$ cat src/rtl/seg_led_pkg.sv
// Shared constants for the multiplexed seven-segment display block.
// Segment order is bit0 = a .. bit6 = g, active-high.
package seg_led_pkg;

  localparam int NIB_W = 4;

  localparam logic [6:0] SEG_BLANK = 7'h00;

  // Hex glyph table, entry n = glyph for nibble value n (entry 15 listed first).
  localparam logic [15:0][6:0] SEG_HEX_TABLE = {
    7'h71, 7'h79, 7'h5E, 7'h39, 7'h7C, 7'h77, 7'h6F, 7'h7F,
    7'h07, 7'h7D, 7'h6D, 7'h66, 7'h4F, 7'h5B, 7'h06, 7'h3F
  };

endpackage

$ cat src/rtl/seg_hex_decode.sv
// Combinational nibble-to-glyph decoder with blanking; output is active-high,
// polarity is applied by the caller.
module seg_hex_decode
  import seg_led_pkg::*;
(
  input  logic [NIB_W-1:0] i_nibble,
  input  logic             i_blank,
  output logic [6:0]       o_seg
);

  always_comb begin
    o_seg = i_blank ? SEG_BLANK : SEG_HEX_TABLE[i_nibble];
  end

endmodule

$ cat src/rtl/seg_led_mux.sv
// Time-multiplexed hex display driver with frame-synchronous value updates.
// Optional decimal points are enabled by defining SEG_LED_MUX_DP_EN.
module seg_led_mux
  import seg_led_pkg::*;
#(
  parameter int NUM_DIGITS     = 2,
  parameter int CLK_DIV        = 125000,
  parameter bit SEG_ACTIVE_LOW = 1'b0
) (
  input  logic                        clk,
  input  logic                        rst,
  input  logic                        load_valid,
  input  logic [NIB_W*NUM_DIGITS-1:0] load_value,
  output logic                        load_ready,
  input  logic                        lz_blank,
  output logic [NUM_DIGITS-1:0]       digit_select,
  output logic [6:0]                  seg_led,
  output logic                        frame_done
`ifdef SEG_LED_MUX_DP_EN
  ,
  input  logic [NUM_DIGITS-1:0]       load_dp,
  output logic                        seg_dp
`endif
);

  localparam int VAL_W = NIB_W * NUM_DIGITS;
  localparam int DIV_W = (CLK_DIV > 1) ? $clog2(CLK_DIV) : 1;
  localparam int IDX_W = (NUM_DIGITS > 1) ? $clog2(NUM_DIGITS) : 1;

  localparam logic [DIV_W-1:0] DIV_LAST = DIV_W'(CLK_DIV - 1);
  localparam logic [IDX_W-1:0] IDX_LAST = IDX_W'(NUM_DIGITS - 1);
  localparam logic [6:0]       SEG_POL  = SEG_ACTIVE_LOW ? 7'h7F : 7'h00;

  logic [DIV_W-1:0]      r_presc;
  logic [IDX_W-1:0]      r_idx;
  logic [VAL_W-1:0]      r_disp;
  logic [VAL_W-1:0]      r_pend;
  logic                  r_pend_full;
  logic                  r_frame_done;
  logic [NUM_DIGITS-1:0] r_dsel;
  logic [6:0]            r_seg;

  logic                  w_tick;
  logic                  w_boundary;
  logic                  w_xfer;
  logic                  w_commit;
  logic [NUM_DIGITS-1:0] w_blank_mask;
  logic [NIB_W-1:0]      w_cur_nib;
  logic                  w_cur_blank;
  logic [NUM_DIGITS-1:0] w_cur_dsel;
  logic [6:0]            w_seg_raw;

`ifdef SEG_LED_MUX_DP_EN
  localparam logic DP_POL = SEG_ACTIVE_LOW;

  logic [NUM_DIGITS-1:0] r_pend_dp;
  logic [NUM_DIGITS-1:0] r_disp_dp;
  logic                  r_seg_dp;
  logic                  w_cur_dp;
`endif

  assign w_tick     = (r_presc == DIV_LAST);
  assign w_boundary = w_tick && (r_idx == IDX_LAST);
  // Pending and display never both change in one cycle: a transfer needs
  // pending empty, a commit needs it full.
  assign w_xfer     = load_valid && !r_pend_full;
  assign w_commit   = w_boundary && r_pend_full;

  // A digit is blank when it and every more-significant nibble are zero.
  always_comb begin
    logic w_upper_zero;
    w_upper_zero = 1'b1;
    w_blank_mask = '0;
    for (int i = NUM_DIGITS - 1; i >= 0; i--) begin
      w_upper_zero    = w_upper_zero && (r_disp[NIB_W*i +: NIB_W] == '0);
      w_blank_mask[i] = lz_blank && w_upper_zero && (i != 0);
    end
  end

  always_comb begin
    w_cur_nib   = '0;
    w_cur_blank = 1'b0;
    w_cur_dsel  = '0;
`ifdef SEG_LED_MUX_DP_EN
    w_cur_dp    = 1'b0;
`endif
    for (int i = 0; i < NUM_DIGITS; i++) begin
      if (r_idx == IDX_W'(i)) begin
        w_cur_nib     = r_disp[NIB_W*i +: NIB_W];
        w_cur_blank   = w_blank_mask[i];
        w_cur_dsel[i] = 1'b1;
`ifdef SEG_LED_MUX_DP_EN
        w_cur_dp      = r_disp_dp[i] && !w_blank_mask[i];
`endif
      end
    end
  end

  seg_hex_decode u_dec (
    .i_nibble (w_cur_nib),
    .i_blank  (w_cur_blank),
    .o_seg    (w_seg_raw)
  );

  always_ff @(posedge clk) begin
    if (rst) begin
      r_presc      <= '0;
      r_idx        <= '0;
      r_disp       <= '0;
      r_pend       <= '0;
      r_pend_full  <= 1'b0;
      r_frame_done <= 1'b0;
      r_dsel       <= '0;
      r_seg        <= SEG_BLANK ^ SEG_POL;
    end else begin
      r_presc <= w_tick ? '0 : r_presc + DIV_W'(1);
      if (w_tick) begin
        r_idx <= (r_idx == IDX_LAST) ? '0 : r_idx + IDX_W'(1);
      end
      r_frame_done <= w_boundary;

      if (w_xfer) begin
        r_pend      <= load_value;
        r_pend_full <= 1'b1;
      end else if (w_commit) begin
        r_disp      <= r_pend;
        r_pend_full <= 1'b0;
      end

      // Output stage: one cycle behind the scan index and display register.
      r_dsel <= w_cur_dsel;
      r_seg  <= w_seg_raw ^ SEG_POL;
    end
  end

`ifdef SEG_LED_MUX_DP_EN
  always_ff @(posedge clk) begin
    if (rst) begin
      r_pend_dp <= '0;
      r_disp_dp <= '0;
      r_seg_dp  <= DP_POL;
    end else begin
      if (w_xfer) begin
        r_pend_dp <= load_dp;
      end else if (w_commit) begin
        r_disp_dp <= r_pend_dp;
      end
      r_seg_dp <= w_cur_dp ^ DP_POL;
    end
  end

  assign seg_dp = r_seg_dp;
`endif

  assign load_ready   = !r_pend_full;
  assign digit_select = r_dsel;
  assign seg_led      = r_seg;
  assign frame_done   = r_frame_done;

endmodule

$ cat config.mk
export PLATFORM = sky130hd
export DESIGN_NAME = seg_led_mux
export DESIGN_NICKNAME = d
export VERILOG_FILES = /design/src/rtl/seg_led_pkg.sv /design/src/rtl/seg_hex_decode.sv /design/src/rtl/seg_led_mux.sv
export SDC_FILE = /design/constraint.sdc
export NUM_CORES = 1
export LEC_CHECK = 0
export BUFFER_PORTS_ARGS = -buffer_cell sky130_fd_sc_hd__buf_2
export CAP_MARGIN = 30
export CORE_MARGIN = 3
export CORE_UTILIZATION = 48
export CTS_BUF_LIST = sky130_fd_sc_hd__clkbuf_16
export DETAILED_ROUTE_END_ITERATION = 10
export PLACE_DENSITY = 0.7
export SKIP_CTS_REPAIR_TIMING = 1
export SYNTH_ARGS = -nofsm -noshare
export SYNTH_HDL_FRONTEND = slang
export SYNTH_SLANG_ARGS = --single-unit
$ cat constraint.sdc
create_clock -name clk -period 1.9 [get_ports clk]
set_clock_uncertainty 0.15 [all_clocks]
set_input_delay 0.57 -clock clk [delete_from_list [all_inputs] [get_ports clk]]
set_output_delay 0.57 -clock clk [all_outputs]
set_load 0.03 [all_outputs]
---- Yosys cells after proc, flatten, opt, wreduce, memory -nomap -nowiden ----
Memory sizes are Yosys's and may differ from the RTL's. A register that Yosys moved wholly into a read port is not among the register bits.
Index checks and enable logic that the tools add are counted.
word-level totals
  output and inout port bits .............. 11
  flip-flop bits (word level) ............. 38
  memories ................................ 1
  bits of input ports ..................... 12
  ROM bits ................................ 112
  logic and storage cells ................. 29
memory list
  name             depth  width  rd ports  clocked after Yosys merged registers in  wr ports  RTL line              source
  (no name shown)  16     7      1         1                                        0         seg_hex_decode.sv:12  o_seg = i_blank ? SEG_BLANK : SEG_HEX_TABLE[i_nibble];
cells by class
  multiplexer cells ....................... 7
  reduce and logical (&&, ||, !) cells .... 10
  bitwise operators ....................... 1
  $add $sub $neg .......................... 2
  eq/ne operators ......................... 1
operators with widths
  cell                                            number
  adder 17 x 1 -> 17 bit (second input constant)  1
  == test 17 bit (second input constant)          1
  2-to-1 mux 1 bit                                6
  logical AND 1 bit                               4
  logical NOT 4 bit                               1
  2-to-1 mux 4 bit                                1
  OR reduction 2 bit                              2
  AND reduction 2 bit                             1
  nonzero test 2 bit                              1
  adder 1 bit (second input constant)             1
  logical NOT 1 bit                               1
  NOT 1 bit                                       1

---- Logic depth before layout (Yosys ltp) ----
  word-level depth ........................ 5
  mapped depth ............................ 7
  mapped depth without buffers ............ 6

---- Modules after synthesis ----
A second synthesis with hierarchy kept.
second synthesis, totals
  cell total of the unflattened synthesis .. 224
  area total of the unflattened synthesis .. 2,128.3 sq um
by module, submodules not included
  module          cells each  seq. area each (sq um)  instances  area each (sq um)
  seg_led_mux     191         900.9                   1          1,859.3
  seg_hex_decode  33          0.0                     1          269.0

---- Worst setup path before layout ----
Ideal clock, no wire load.
  kind .................................... flip-flop to flip-flop
  start ................................... register r_idx
  end ..................................... register r_seg[0], in the netlist seg_led[0]
  path buffers ............................ 1
  library setup time ...................... 0.070 ns
  cell stages (with the launch flop) ...... 7
  clock period less this slack ............ 1.859 ns
  setup slack ............................. 0.041 ns
  required time ........................... 1.680 ns
  arrival time ............................ 1.639 ns
  path through ............................ dfxtp_1 buf_6 mux2i_1 inv_1 ha_1 or3_1 a21oi_1
between the ends
  longest elaborated chain between the ends .. 2
  elaborated cells on any way between the ends .. 3
  those cells by class .................... 2 x mux; 1 x reduce/logical
RTL lines
  what                          RTL line            source
  from (decl)                   seg_led_mux.sv:35   logic [IDX_W-1:0] r_idx;
  from (signal assigned)        seg_led_mux.sv:118  r_idx <= (r_idx == IDX_LAST) ? '0 : r_idx + IDX_W'(1);
  2-to-1 mux 1 bit              seg_led_mux.sv:88   if (r_idx == IDX_W'(i)) begin
  OR reduction 2 bit (no line)  n/a
  to (decl)                     seg_led_mux.sv:41   logic [6:0] r_seg;
Several ways; a longest one is shown, not always the timed one.
A chain may end at the register's enable or synchronous reset.

---- Worst setup path after layout ----
  start ................................... register r_presc[1]
  end ..................................... register r_disp[5]
between the ends
  longest elaborated chain between the ends .. 4
RTL lines
  what                           RTL line            source
  from (decl)                    seg_led_mux.sv:34   logic [DIV_W-1:0] r_presc;
  from (signal assigned)         seg_led_mux.sv:116  r_presc <= w_tick ? '0 : r_presc + DIV_W'(1);
  == test 17 bit                 seg_led_mux.sv:62   assign w_tick = (r_presc == DIV_LAST);
  logical AND 1 bit              seg_led_mux.sv:63   assign w_boundary = w_tick && (r_idx == IDX_LAST);
  logical AND 1 bit              seg_led_mux.sv:67   assign w_commit = w_boundary && r_pend_full;
  AND reduction 2 bit (no line)  n/a
  to (signal assigned)           seg_led_mux.sv:126  r_disp <= r_pend;
  to (decl)                      seg_led_mux.sv:36   logic [VAL_W-1:0] r_disp;
No other way between the ends.

==> results.yml <==
run_status:
  status: "finished, final reports clean"
grt:
  grt_antenna_before_repair: 0
  gr-max-usage-layer: "met2"
  grt_use_met1: 0.216
  use_met3: 0.0511
  grtUsageMet2: 0.261
  grt_max_degree: 18
  grt_pass1_vias: 1503
  grt_overflow: 0
  grt_pass1_wl_mm: 6.79
  grtUsageTotal: 0.167
timing:
  grt_setup_unrepaired: "no"
  fin_crit_ns: 1.77
  worst_pin_slew_ns: 0.355
  setup_viol: 0
  drv_slew: 0
  tns_ns: 0
  min_period_over_period: 0.934
  slew_headroom: 0.761
  hold_violations: 0
  fmax_mhz: 564
clock_network:
  numCtsBuffers: 5
  cts.sinks: 45
  cts.path.max_buffers: 2
  cts-root-buf: "clkbuf_16"
  tritoncts: "yes"
  ctsHtreeMaxLevel: 2
  clock_latency_ns: 0.28
  clk_pin_slew_ns: 0.06
setup_path:
  start_kind: "flop"
  reg2reg_slack_ns: 0.13
  reg2reg_to: "r_disp[5]$_SDFFE_PP0P_"
  crit_arrival_ns: 1.79
  crit_fanout: 9
  worst_ep_required_time_ns: 1.91
  path_class: "flop to flop"
  worst_setup_path_end_kind: "flop"
  reg2reg_depth: 5
  r2r_start: "r_presc[1]$_SDFF_PP0_"
detailed_routing:
  first_pass_iters: 4
  wire_per_inst_um: 13.2
  dr.first_iter.drc_count: 71
  route.detailed.drc: 0
  vias: 1629
  vias_per_cell: 5.38
  ant_nets: 0
  drt-total-wl_mm: 3.99
layout:
  drive_above_1_share: 0.194
  fin_nets: 273
  n_fill_cell: 371
  final_area_um2: 2400
  final_cell_mix: "44 x dfxtp_1, 32 x nor2_1, 22 x buf_2"
  diodes: 0
  area_growth_pct: 17.8
  layout_commonest_cell: "dfxtp_1"
yosys:
  syn-num-nets: 242
  synth_edf_count: 0
  ys_seq_area_frac: 0.442
  netlist_top_cells_area: "dfxtp_1 44%, mux2i_1 5.9%, nor2_1 5.9%"
  synth_cell_types: 38
  synth.cell_area_um2: 2040
  synth_top_flop_cell: "dfxtp_1"
  synth-seq-cells: 45
  synth_area_per_cell_um2: 9.19
  synthArstFlopShare: 0
  yosys_warnings: 0
  syn_inst: 222
  yosys.area.top_type: "dfxtp_1"
  synth_top_area_share: 0.442
hold_path:
  hold_start: "r_disp[1]$_SDFFE_PP0P_"
  min_path_type: "flop to flop"
  holdPathEnd: "r_disp[1]$_SDFFE_PP0P_"
  hold_depth: 2
floorplanning:
  rows: 23
  die_w_um: 71.2
  start_util: 0.503
  dieArea_um2: 5070
  io_pins: 23
  die_h_um: 71.2
  core_um2: 4060
place:
  hpwl_mm: 2.84
  gp_congestion: 0.810
  placed_cell_area_um2: 2260
  portBuffers: 22
pwr:
  power.total_w: 0.00190
  p_leak_nw: 0.968
  powerDensity_nw_per_um2: 791
  max-vdd-ir-drop_mv: 0.368
flow_run:
  drv_cap: 0
cells in the mapped netlist, types with 2 or more instances:
cell type / instances
ha_1: 8
buf_2: 3
and4_1: 2
buf_4: 2
nand3_1: 7
nor3_1: 5
nor2_1: 32
xor2_1: 5
a221oi_1: 4
inv_1: 8
nor3b_1: 3
clkbuf_1: 4
nor2b_1: 6
dfxtp_1: 45
o21ai_0: 10
nand4_1: 13
mux2i_1: 12
and2_1: 3
nor4_1: 6
xnor2_1: 10
a21oi_1: 10
nand2_1: 8
cell type report:
| class | instances | area [um^2] | area share |
|---|---|---|---|
| clock inverters | 2 | 7.51 | 0.00313 |
| repair buffers | 35 | 220 | 0.0917 |
| well taps | 50 | 62.6 | 0.0260 |
| inverters | 8 | 30.0 | 0.0125 |
| clock buffers | 5 | 125 | 0.0521 |
| flip-flops and latches | 45 | 902 | 0.376 |
| multi-input cells | 158 | 1050 | 0.439 |
worst max-delay path: stages (launching register included):
cell	delay, ns
dfxtp_1	0.40
ha_1	0.26
and3_1	0.23
nand3_1	0.24
o21ai_0	0.29
a21oi_1	0.09
state kept, by name (all words and copies together), names as in the netlist:
signal,cells
seg_led,7
r_pend,8
r_disp,8
r_presc,17
frame_done,1
r_idx,1
digit_select,2
r_pend_full,1
per-layer routing:
layer	vias to the layer above	share of wire	wire (um)
met5	-	0	0
met3	7	0.040	161
met1	754	0.48	1930
li1	837	-	-
met4	0	0.016	64
met2	31	0.46	1840
through the flow:
stage                     setup slack [ns]   util  hold slack (ns)  std cells
after floorplan                     0.0413      -            0.297        222
after global placement               0.128  0.558            0.313        296
after detailed placement            0.0708  0.558            0.319        296
after CTS                           0.0570  0.590            0.330        303
after global routing               0.00520  0.592            0.354        303
final                                0.126  0.592            0.330        303
how the worst max path moves through the flow:
stage,start,to,slack [ns],depth (start not counted)
after floorplan,r_idx$_SDFFE_PP0N_,seg_led[0]$_SDFF_PP0_,0.04,6
after CTS,r_idx$_SDFFE_PP0N_,seg_led[1]$_SDFF_PP0_,0.06,6
final,r_presc[1]$_SDFF_PP0_,r_disp[5]$_SDFFE_PP0P_,0.13,5
after global placement,r_idx$_SDFFE_PP0N_,seg_led[1]$_SDFF_PP0_,0.13,6
after global routing,r_idx$_SDFFE_PP0N_,seg_led[1]$_SDFF_PP0_,0.005,6
after detailed placement,r_idx$_SDFFE_PP0N_,seg_led[1]$_SDFF_PP0_,0.07,6
logic make-up (layout without fill, tap and decap cells):
logic type	Yosys count	after routing	share of synthesized area
compound gates	29	29	0.0865
buf+inv	19	50	0.0442
xor+xnor	15	15	0.0644
fa+ha+maj	8	8	0.0491
flops	45	45	0.442
mux	15	15	0.0773
simple gates	91	91	0.237
power by group:
group	internal, W	leakage, nW	switching (W)
clock network	0.000470	0.0685	0.000328
registers	0.000969	0.368	0.0000149
logic	0.0000505	0.532	0.0000670
total	0.00149	0.968	0.000410
No activity file was read; power rests on OpenSTA's default activity.
